**config.mk**
```make
export PLATFORM = sky130hd
export DESIGN_NAME = segway_math_pipe
export DESIGN_NICKNAME = d
export VERILOG_FILES = /design/src/rtl/segway_math_pipe.sv
export SDC_FILE = /design/constraint.sdc
export NUM_CORES = 1
export LEC_CHECK = 0
export ABC_AREA = 1
export BUFFER_PORTS_ARGS = -buffer_cell sky130_fd_sc_hd__clkbuf_2
export CELL_PAD_IN_SITES_DETAIL_PLACEMENT = 0
export CELL_PAD_IN_SITES_GLOBAL_PLACEMENT = 1
export CORE_UTILIZATION = 40
export CTS_CLUSTER_DIAMETER = 100
export CTS_CLUSTER_SIZE = 28
export DETAILED_ROUTE_END_ITERATION = 7
export HOLD_SLACK_MARGIN = 0.06
export PLACE_DENSITY_LB_ADDON = 0.1
export SYNTH_ARGS = -nofsm -noshare
export SYNTH_HDL_FRONTEND = slang
export SYNTH_SLANG_ARGS = --single-unit
```
**constraint.sdc**
```tcl
create_clock -name clk -period 7.4 [get_ports clk]
set_clock_uncertainty 0.05 [all_clocks]
set_input_delay 1.11 -clock clk [delete_from_list [all_inputs] [get_ports clk]]
set_output_delay 1.11 -clock clk [all_outputs]
set_load 0.1 [all_outputs]
```
**src/rtl/segway_math_pipe.sv**
```systemverilog
// segway_math_pipe: 3-stage PID+steer to left/right motor speed math with soft-start ramp,
// persistence-filtered too_fast and an optional output slew limiter (SEG_SLEW_LIMIT_EN).
module segway_math_pipe #(
  parameter int          PID_W           = 12,
  parameter logic [12:0] MIN_DUTY        = 13'h3C0,
  parameter logic [7:0]  LOW_TORQUE_BAND = 8'h3C,
  parameter logic [5:0]  GAIN_MULT       = 6'h10,
  parameter logic [7:0]  SS_INC          = 8'h01,
  parameter logic [11:0] FAST_THRESH     = 12'd1792,
  parameter int          FAST_CNT        = 4,
  parameter logic [11:0] SLEW_STEP       = 12'h080
) (
  input  logic             clk,
  input  logic             rst,
  input  logic             vld_in,
  input  logic [PID_W-1:0] PID_cntrl,
  input  logic [11:0]      steer_pot,
  input  logic             en_steer,
  input  logic             pwr_up,
  output logic             vld_out,
  output logic [PID_W-1:0] lft_spd,
  output logic [PID_W-1:0] rght_spd,
  output logic             too_fast,
  output logic [7:0]       ss_tmr
);
  localparam int TW     = PID_W + 1;
  localparam int STAGES = 3;
  localparam logic signed [TW-1:0]    MIN_DUTY_S = TW'(MIN_DUTY);
  localparam logic signed [TW-1:0]    BAND_S     = TW'(LOW_TORQUE_BAND);
  localparam logic signed [TW-1:0]    GAIN_S     = TW'(GAIN_MULT);
  localparam logic signed [PID_W-1:0] FAST_S     = PID_W'(FAST_THRESH);
  localparam logic [3:0]              FAST_CNT_V = 4'(FAST_CNT);

  typedef struct packed {
    logic [TW-1:0] pid_ss;
    logic [TW-1:0] steer;
    logic          en_steer;
  } s1_t;

  typedef struct packed {
    logic [TW-1:0] lft;
    logic [TW-1:0] rght;
  } s2_t;

  function automatic logic [TW-1:0] shape(input logic signed [TW-1:0] t);
    if (t > BAND_S || t < -BAND_S) shape = t[TW-1] ? t - MIN_DUTY_S : t + MIN_DUTY_S;
    else                           shape = t * GAIN_S;
  endfunction

  // Top two bits disagree -> value does not fit in PID_W bits.
  function automatic logic [PID_W-1:0] sat(input logic [TW-1:0] t);
    if (t[TW-1] != t[TW-2]) sat = {t[TW-1], {(PID_W-1){~t[TW-1]}}};
    else                    sat = t[PID_W-1:0];
  endfunction

`ifdef SEG_SLEW_LIMIT_EN
  localparam logic signed [TW-1:0] STEP_S = TW'(SLEW_STEP);

  function automatic logic [PID_W-1:0] slew(input logic [PID_W-1:0] cur,
                                            input logic [PID_W-1:0] tgt);
    logic signed [TW-1:0] diff;
    diff = TW'($signed(tgt)) - TW'($signed(cur));
    if (diff > STEP_S)       slew = cur + STEP_S[PID_W-1:0];
    else if (diff < -STEP_S) slew = cur - STEP_S[PID_W-1:0];
    else                     slew = tgt;
  endfunction
`endif

  logic [STAGES:1]        vld_pipe_q, vld_pipe_d;
  logic [STAGES:0]        vld_pipe;
  logic [2:1]             pwr_pipe_q, pwr_pipe_d;
  logic [2:0]             pwr_pipe;
  logic [7:0]             ss_tmr_q, ss_tmr_d;
  logic [8:0]             ss_sum;
  s1_t                    s1_q, s1_d;
  s2_t                    s2_q, s2_d;
  logic [PID_W-1:0]       lft_q, lft_d, rght_q, rght_d;
  logic [3:0]             fast_cnt_q, fast_cnt_d;
  logic                   too_fast_q, too_fast_d;

  logic signed [PID_W+8:0] prod;
  logic [11:0]             clip;
  logic signed [12:0]      cent, steer13;
  logic [TW-1:0]           steer_eff;
  logic signed [TW-1:0]    t_l, t_r;
  logic [PID_W-1:0]        tgt_l, tgt_r;
  logic                    over;

  assign vld_pipe = {vld_pipe_q, vld_in};
  assign pwr_pipe = {pwr_pipe_q, pwr_up};

  always_comb begin
    vld_pipe_d = vld_pipe[STAGES-1:0];
    pwr_pipe_d = pwr_pipe[1:0];

    // Soft-start: the sample uses the pre-increment value.
    ss_sum   = {1'b0, ss_tmr_q} + {1'b0, SS_INC};
    ss_tmr_d = ss_tmr_q;
    if (!pwr_up)     ss_tmr_d = '0;
    else if (vld_in) ss_tmr_d = ss_sum[8] ? 8'hFF : ss_sum[7:0];

    // Stage 1: scale PID by ss_tmr/256, centre and scale the clipped pot.
    prod  = (PID_W+9)'($signed(PID_cntrl)) * (PID_W+9)'($signed({1'b0, ss_tmr_q}));
    clip  = (steer_pot < 12'h200) ? 12'h200 : (steer_pot > 12'hE00) ? 12'hE00 : steer_pot;
    cent  = $signed({1'b0, clip}) - 13'sh7FF;
    steer13 = (cent >>> 4) * 13'sd3;
    s1_d.pid_ss   = prod[PID_W+8:8];
    s1_d.steer    = TW'(steer13);
    s1_d.en_steer = en_steer;

    // Stage 2: per-side torque and dead-zone / low-band shaping.
    steer_eff = s1_q.en_steer ? s1_q.steer : '0;
    t_l       = s1_q.pid_ss + steer_eff;
    t_r       = s1_q.pid_ss - steer_eff;
    s2_d.lft  = pwr_pipe[1] ? shape(t_l) : '0;
    s2_d.rght = pwr_pipe[1] ? shape(t_r) : '0;

    // Stage 3: saturate, filter overspeed, update outputs on valid only.
    tgt_l = sat(s2_q.lft);
    tgt_r = sat(s2_q.rght);
    over  = ($signed(tgt_l) > FAST_S) || ($signed(tgt_r) > FAST_S);
    fast_cnt_d = fast_cnt_q;
    too_fast_d = too_fast_q;
    lft_d      = lft_q;
    rght_d     = rght_q;
    if (vld_pipe[2]) begin
      fast_cnt_d = over ? ((fast_cnt_q == 4'hF) ? 4'hF : fast_cnt_q + 4'd1) : 4'd0;
      too_fast_d = (fast_cnt_d >= FAST_CNT_V);
`ifdef SEG_SLEW_LIMIT_EN
      lft_d  = pwr_pipe[2] ? slew(lft_q, tgt_l) : '0;
      rght_d = pwr_pipe[2] ? slew(rght_q, tgt_r) : '0;
`else
      lft_d  = pwr_pipe[2] ? tgt_l : '0;
      rght_d = pwr_pipe[2] ? tgt_r : '0;
`endif
    end
  end

  always_ff @(posedge clk or posedge rst) begin
    if (rst) begin
      vld_pipe_q <= '0;
      pwr_pipe_q <= '0;
      ss_tmr_q   <= '0;
      s1_q       <= '0;
      s2_q       <= '0;
      lft_q      <= '0;
      rght_q     <= '0;
      fast_cnt_q <= '0;
      too_fast_q <= 1'b0;
    end else begin
      vld_pipe_q <= vld_pipe_d;
      pwr_pipe_q <= pwr_pipe_d;
      ss_tmr_q   <= ss_tmr_d;
      s1_q       <= s1_d;
      s2_q       <= s2_d;
      lft_q      <= lft_d;
      rght_q     <= rght_d;
      fast_cnt_q <= fast_cnt_d;
      too_fast_q <= too_fast_d;
    end
  end

  assign vld_out  = vld_pipe[STAGES];
  assign lft_spd  = lft_q;
  assign rght_spd = rght_q;
  assign too_fast = too_fast_q;
  assign ss_tmr   = ss_tmr_q;

endmodule

```
==> impl_results.md <==
* Yosys warns at 0
* Final Non-Filler Cells at 1794
* Detailed Routing Iterations Pass 1 at 5
* Yosys reg bits at 94
* Vias/cell at roughly 4.8
* Number of clock sinks at 94
* Max Clock Freq at 204 MHz
* Hold Crit Depth at 0
* Longest Clk Path Bufs at 2
* Routed vias at around 8500
* Synth Instances at roughly 1400
* Total Routing Usage GR at 19.1%
* Die width at 163 um
* Slowest stage cell, crit path: fa_1
* CP Data Required Time at 7.58 ns
* Top Family by Delay on Critical Path: adder cells
* # placed instances at approximately 1800
* WP buf/inv at 4
* Register-to-Register Path Depth at 15
* Clock Pin Slew Worst Setup and Hold Paths at ~0.07 ns
* Worst VDD drop at approximately 0.3 mV
* Crit-path cells: clkbuf_2 > nand2_1 > fa_1 > inv_1 > fa_1 > inv_1 > fa_1 > fa_1 > inv_1 > ha_1 > nand2_1 > nor2_1 > nand2_1 > o21ai_0 > a21oi_1 > xor2_1
* Status: finished clean
* Crit path time final at 4.89 ns
* P_sw at 0.00159 W
* Largest net degree at the start of global routing at 87
* Hpwl dp at 19.2 mm
* Drt wl/cell at between 10 and 15 um
* Root Driver: clkbuf_16
* Worst EP arrival at 5.08 ns
* Routed Wire Length at 23.2 mm
* Vias in the first global route at 8611
* Setup bufs post-CTS at 0
* RSZ-0062 raised after global routing: no
* Hold Path Origin: vld_pipe_q[1]
* Hold Path Class: reg2reg
* Leakage at 6.36 nW
* Utilization after layout at 44.2%
* Area fraction of the dominant cell type after synthesis at 22.6%
* Hold Vio Cnt, Final at 0
* Final RePlAce weighted congestion at 0.805
* CP endpoint kind: flip-flop
* R2R Path Start: ss_tmr[1]
* Post-synth EDFFs at 0
* Hold path endpoint: vld_pipe_q[2]
* Initial antenna violation count at 0
* Design internal power at 0.00136 W
* Clk pwr share at between 15 and 20%
* N_diodes at 0
* Max-slew violation count at 0
* Crit Path Class: in2reg
* Crit-path max cell delay at about 0.63 ns
* Seq/Total Area, Yosys at between 20% and 30%
* Final instance area at between 10000 and 15000 um2
* Layout cells sized above 1 at 10.3%
* Area delta synth->final at 7.80%
* Mapped Area at about 10000 um2
* Die Area at about 27000 um2
* DP Area at 10900 um2
* # nets final at approximately 1700
* Reg2reg end: s1_q[24]
* GRT overflow at 0
* Die height at around 160 um
* Largest area contributor in the netlist: dfrtp_1
* Global-route wire length before repair at 41.0 mm
* Hold Buf Count CTS at 0
* Top-count cell post-synth: nand2_1
* Max-Cap Viols at 0
* Initial drt markers at 480
* # port buffers at 62
* Number of buffers created by CTS at 9
* Flop2flop setup slack at approximately 2.6 ns
* Pwr per Cell Area at 263 nW/um2
* Mean Syn Cell Area at 7.30 um2
* Final period util at 66.1%
* Switching share of power at 54.0%
* Htree depth at 3
* Sequential Power Share at 24.2%
* Worst slew margin at a little under a third
* Synth area leaders: dfrtp_1 23%, fa_1 16%, nand2_1 13%
* Top Ports at 63
* # DRC at 0
* Core area at 25300 um2
* Distinct cell type count after synthesis at 45
* Primary FF master, synth: dfrtp_1
* CTS tree: yes
* Setup TNS at 0 ns
* CP max FO at 8
* Combinational Power Share at 60.2%
* Post-CTS sizing at 0
* Most frequent cells after synthesis: 361 x nand2_1, 274 x inv_1, 110 x nor2_1
* # fillers at 2680
* CP most frequent cell: fa_1
* Placement row count at 58
* FFs w/ async S/R, synth at 100%
* Worst skew pair latency at between 0.3 and 0.4 ns
* Worst slew pin tran at 1.05 ns
* Post-synthesis net count at 1630
* Final setup vio count at 0
* Starting Density at approximately two fifths
* Antenna Nets Post-Route at 0
* Setup crit start kind: input port
## flip-flops by register name, indices dropped and copies added (netlist names)
name and count:
rght_spd 12, ss_tmr 8, vld_pipe_q 3, fast_cnt_q 4, pwr_pipe_q 2, s2_q 26
lft_spd 12, s1_q 26, too_fast 1
## logic make-up after synthesis
group / Yosys count / synth area share, %
AO/OA/AOI/OAI: 148 / 7.84
XOR/XNOR: 33 / 2.96
adder cells (fa/ha/maj): 177 / 27.2
buffers and inverters: 328 / 12.4
flip-flops: 94 / 22.6
AND/OR/NAND/NOR: 644 / 26.9
## per-stage QoR
stage	setup WS, ns	hold WS [ns]	total power, W
2_1_floorplan	2.36	0.281	0.00216
3_3_place_gp	2.18	0.289	0.00251
3_5_place_dp	2.12	0.293	0.00251
4_1_cts	2.48	0.318	0.00298
5_1_grt	2.12	0.331	0.00322
6_report	2.51	0.311	0.00295
## power by group through the flow
stage	clock network (W)	logic [W]	registers, W
after CTS	0.000472	0.00180	0.000715
after floorplan	0	0.00104	0.00112
final	0.000459	0.00177	0.000713
after global routing	0.000494	0.00200	0.000730
after global placement	0	0.00178	0.000720
after detailed placement	0	0.00179	0.000725
## layout by cell type, fill, tap and decap left out, drive strengths merged, types with 2 or more instances in the layout
cell / synthesis / routed
a21boi: 2 / 2
a21oi: 64 / 64
a31oi: 3 / 3
clkbuf: 25 / 71
clkinv: 0 / 2
dfrtp: 94 / 94
fa: 82 / 82
ha: 95 / 95
inv: 289 / 294
nand2: 394 / 394
nand3: 83 / 83
nand3b: 5 / 5
nand4: 16 / 16
nor2: 121 / 121
nor3: 18 / 18
o2111ai: 2 / 2
o211ai: 2 / 2
o21ai: 61 / 61
o21bai: 5 / 5
o31ai: 5 / 5
or2: 2 / 2
xnor2: 13 / 13
xor2: 20 / 20
## area by class of cell
type,instances,area [um2],share of cell area [%]
multi-input combinational,1002,6750,60.2
clock buffer,9,225,2.01
clock inverter,7,60.1,0.536
tap,330,413,3.69
timing repair buffer,63,318,2.84
inverter,289,1090,9.71
sequential,94,2350,21.0
## layer usage
| layer | wire (um) | global-route usage (%) |
|---|---|---|
| met5 | 0 | 0 |
| met4 | 209 | 3.61 |
| met3 | 555 | 1.85 |
| met2 | 10700 | 31.7 |
| met1 | 11800 | 26.9 |
## how the worst max path moves through the flow
stage	from	endpoint	slack [ns]	depth (start not counted)
final	PID_cntrl[11]	s1_q[24]	2.51	16
after global routing	PID_cntrl[11]	s1_q[24]	2.12	16
after CTS	PID_cntrl[11]	s1_q[24]	2.48	16
after detailed placement	PID_cntrl[11]	s1_q[24]	2.12	16
after global placement	PID_cntrl[5]	s1_q[25]	2.18	18
after floorplan	PID_cntrl[11]	s1_q[24]	2.36	16
Note: power is estimated with default switching activity, not from simulation.
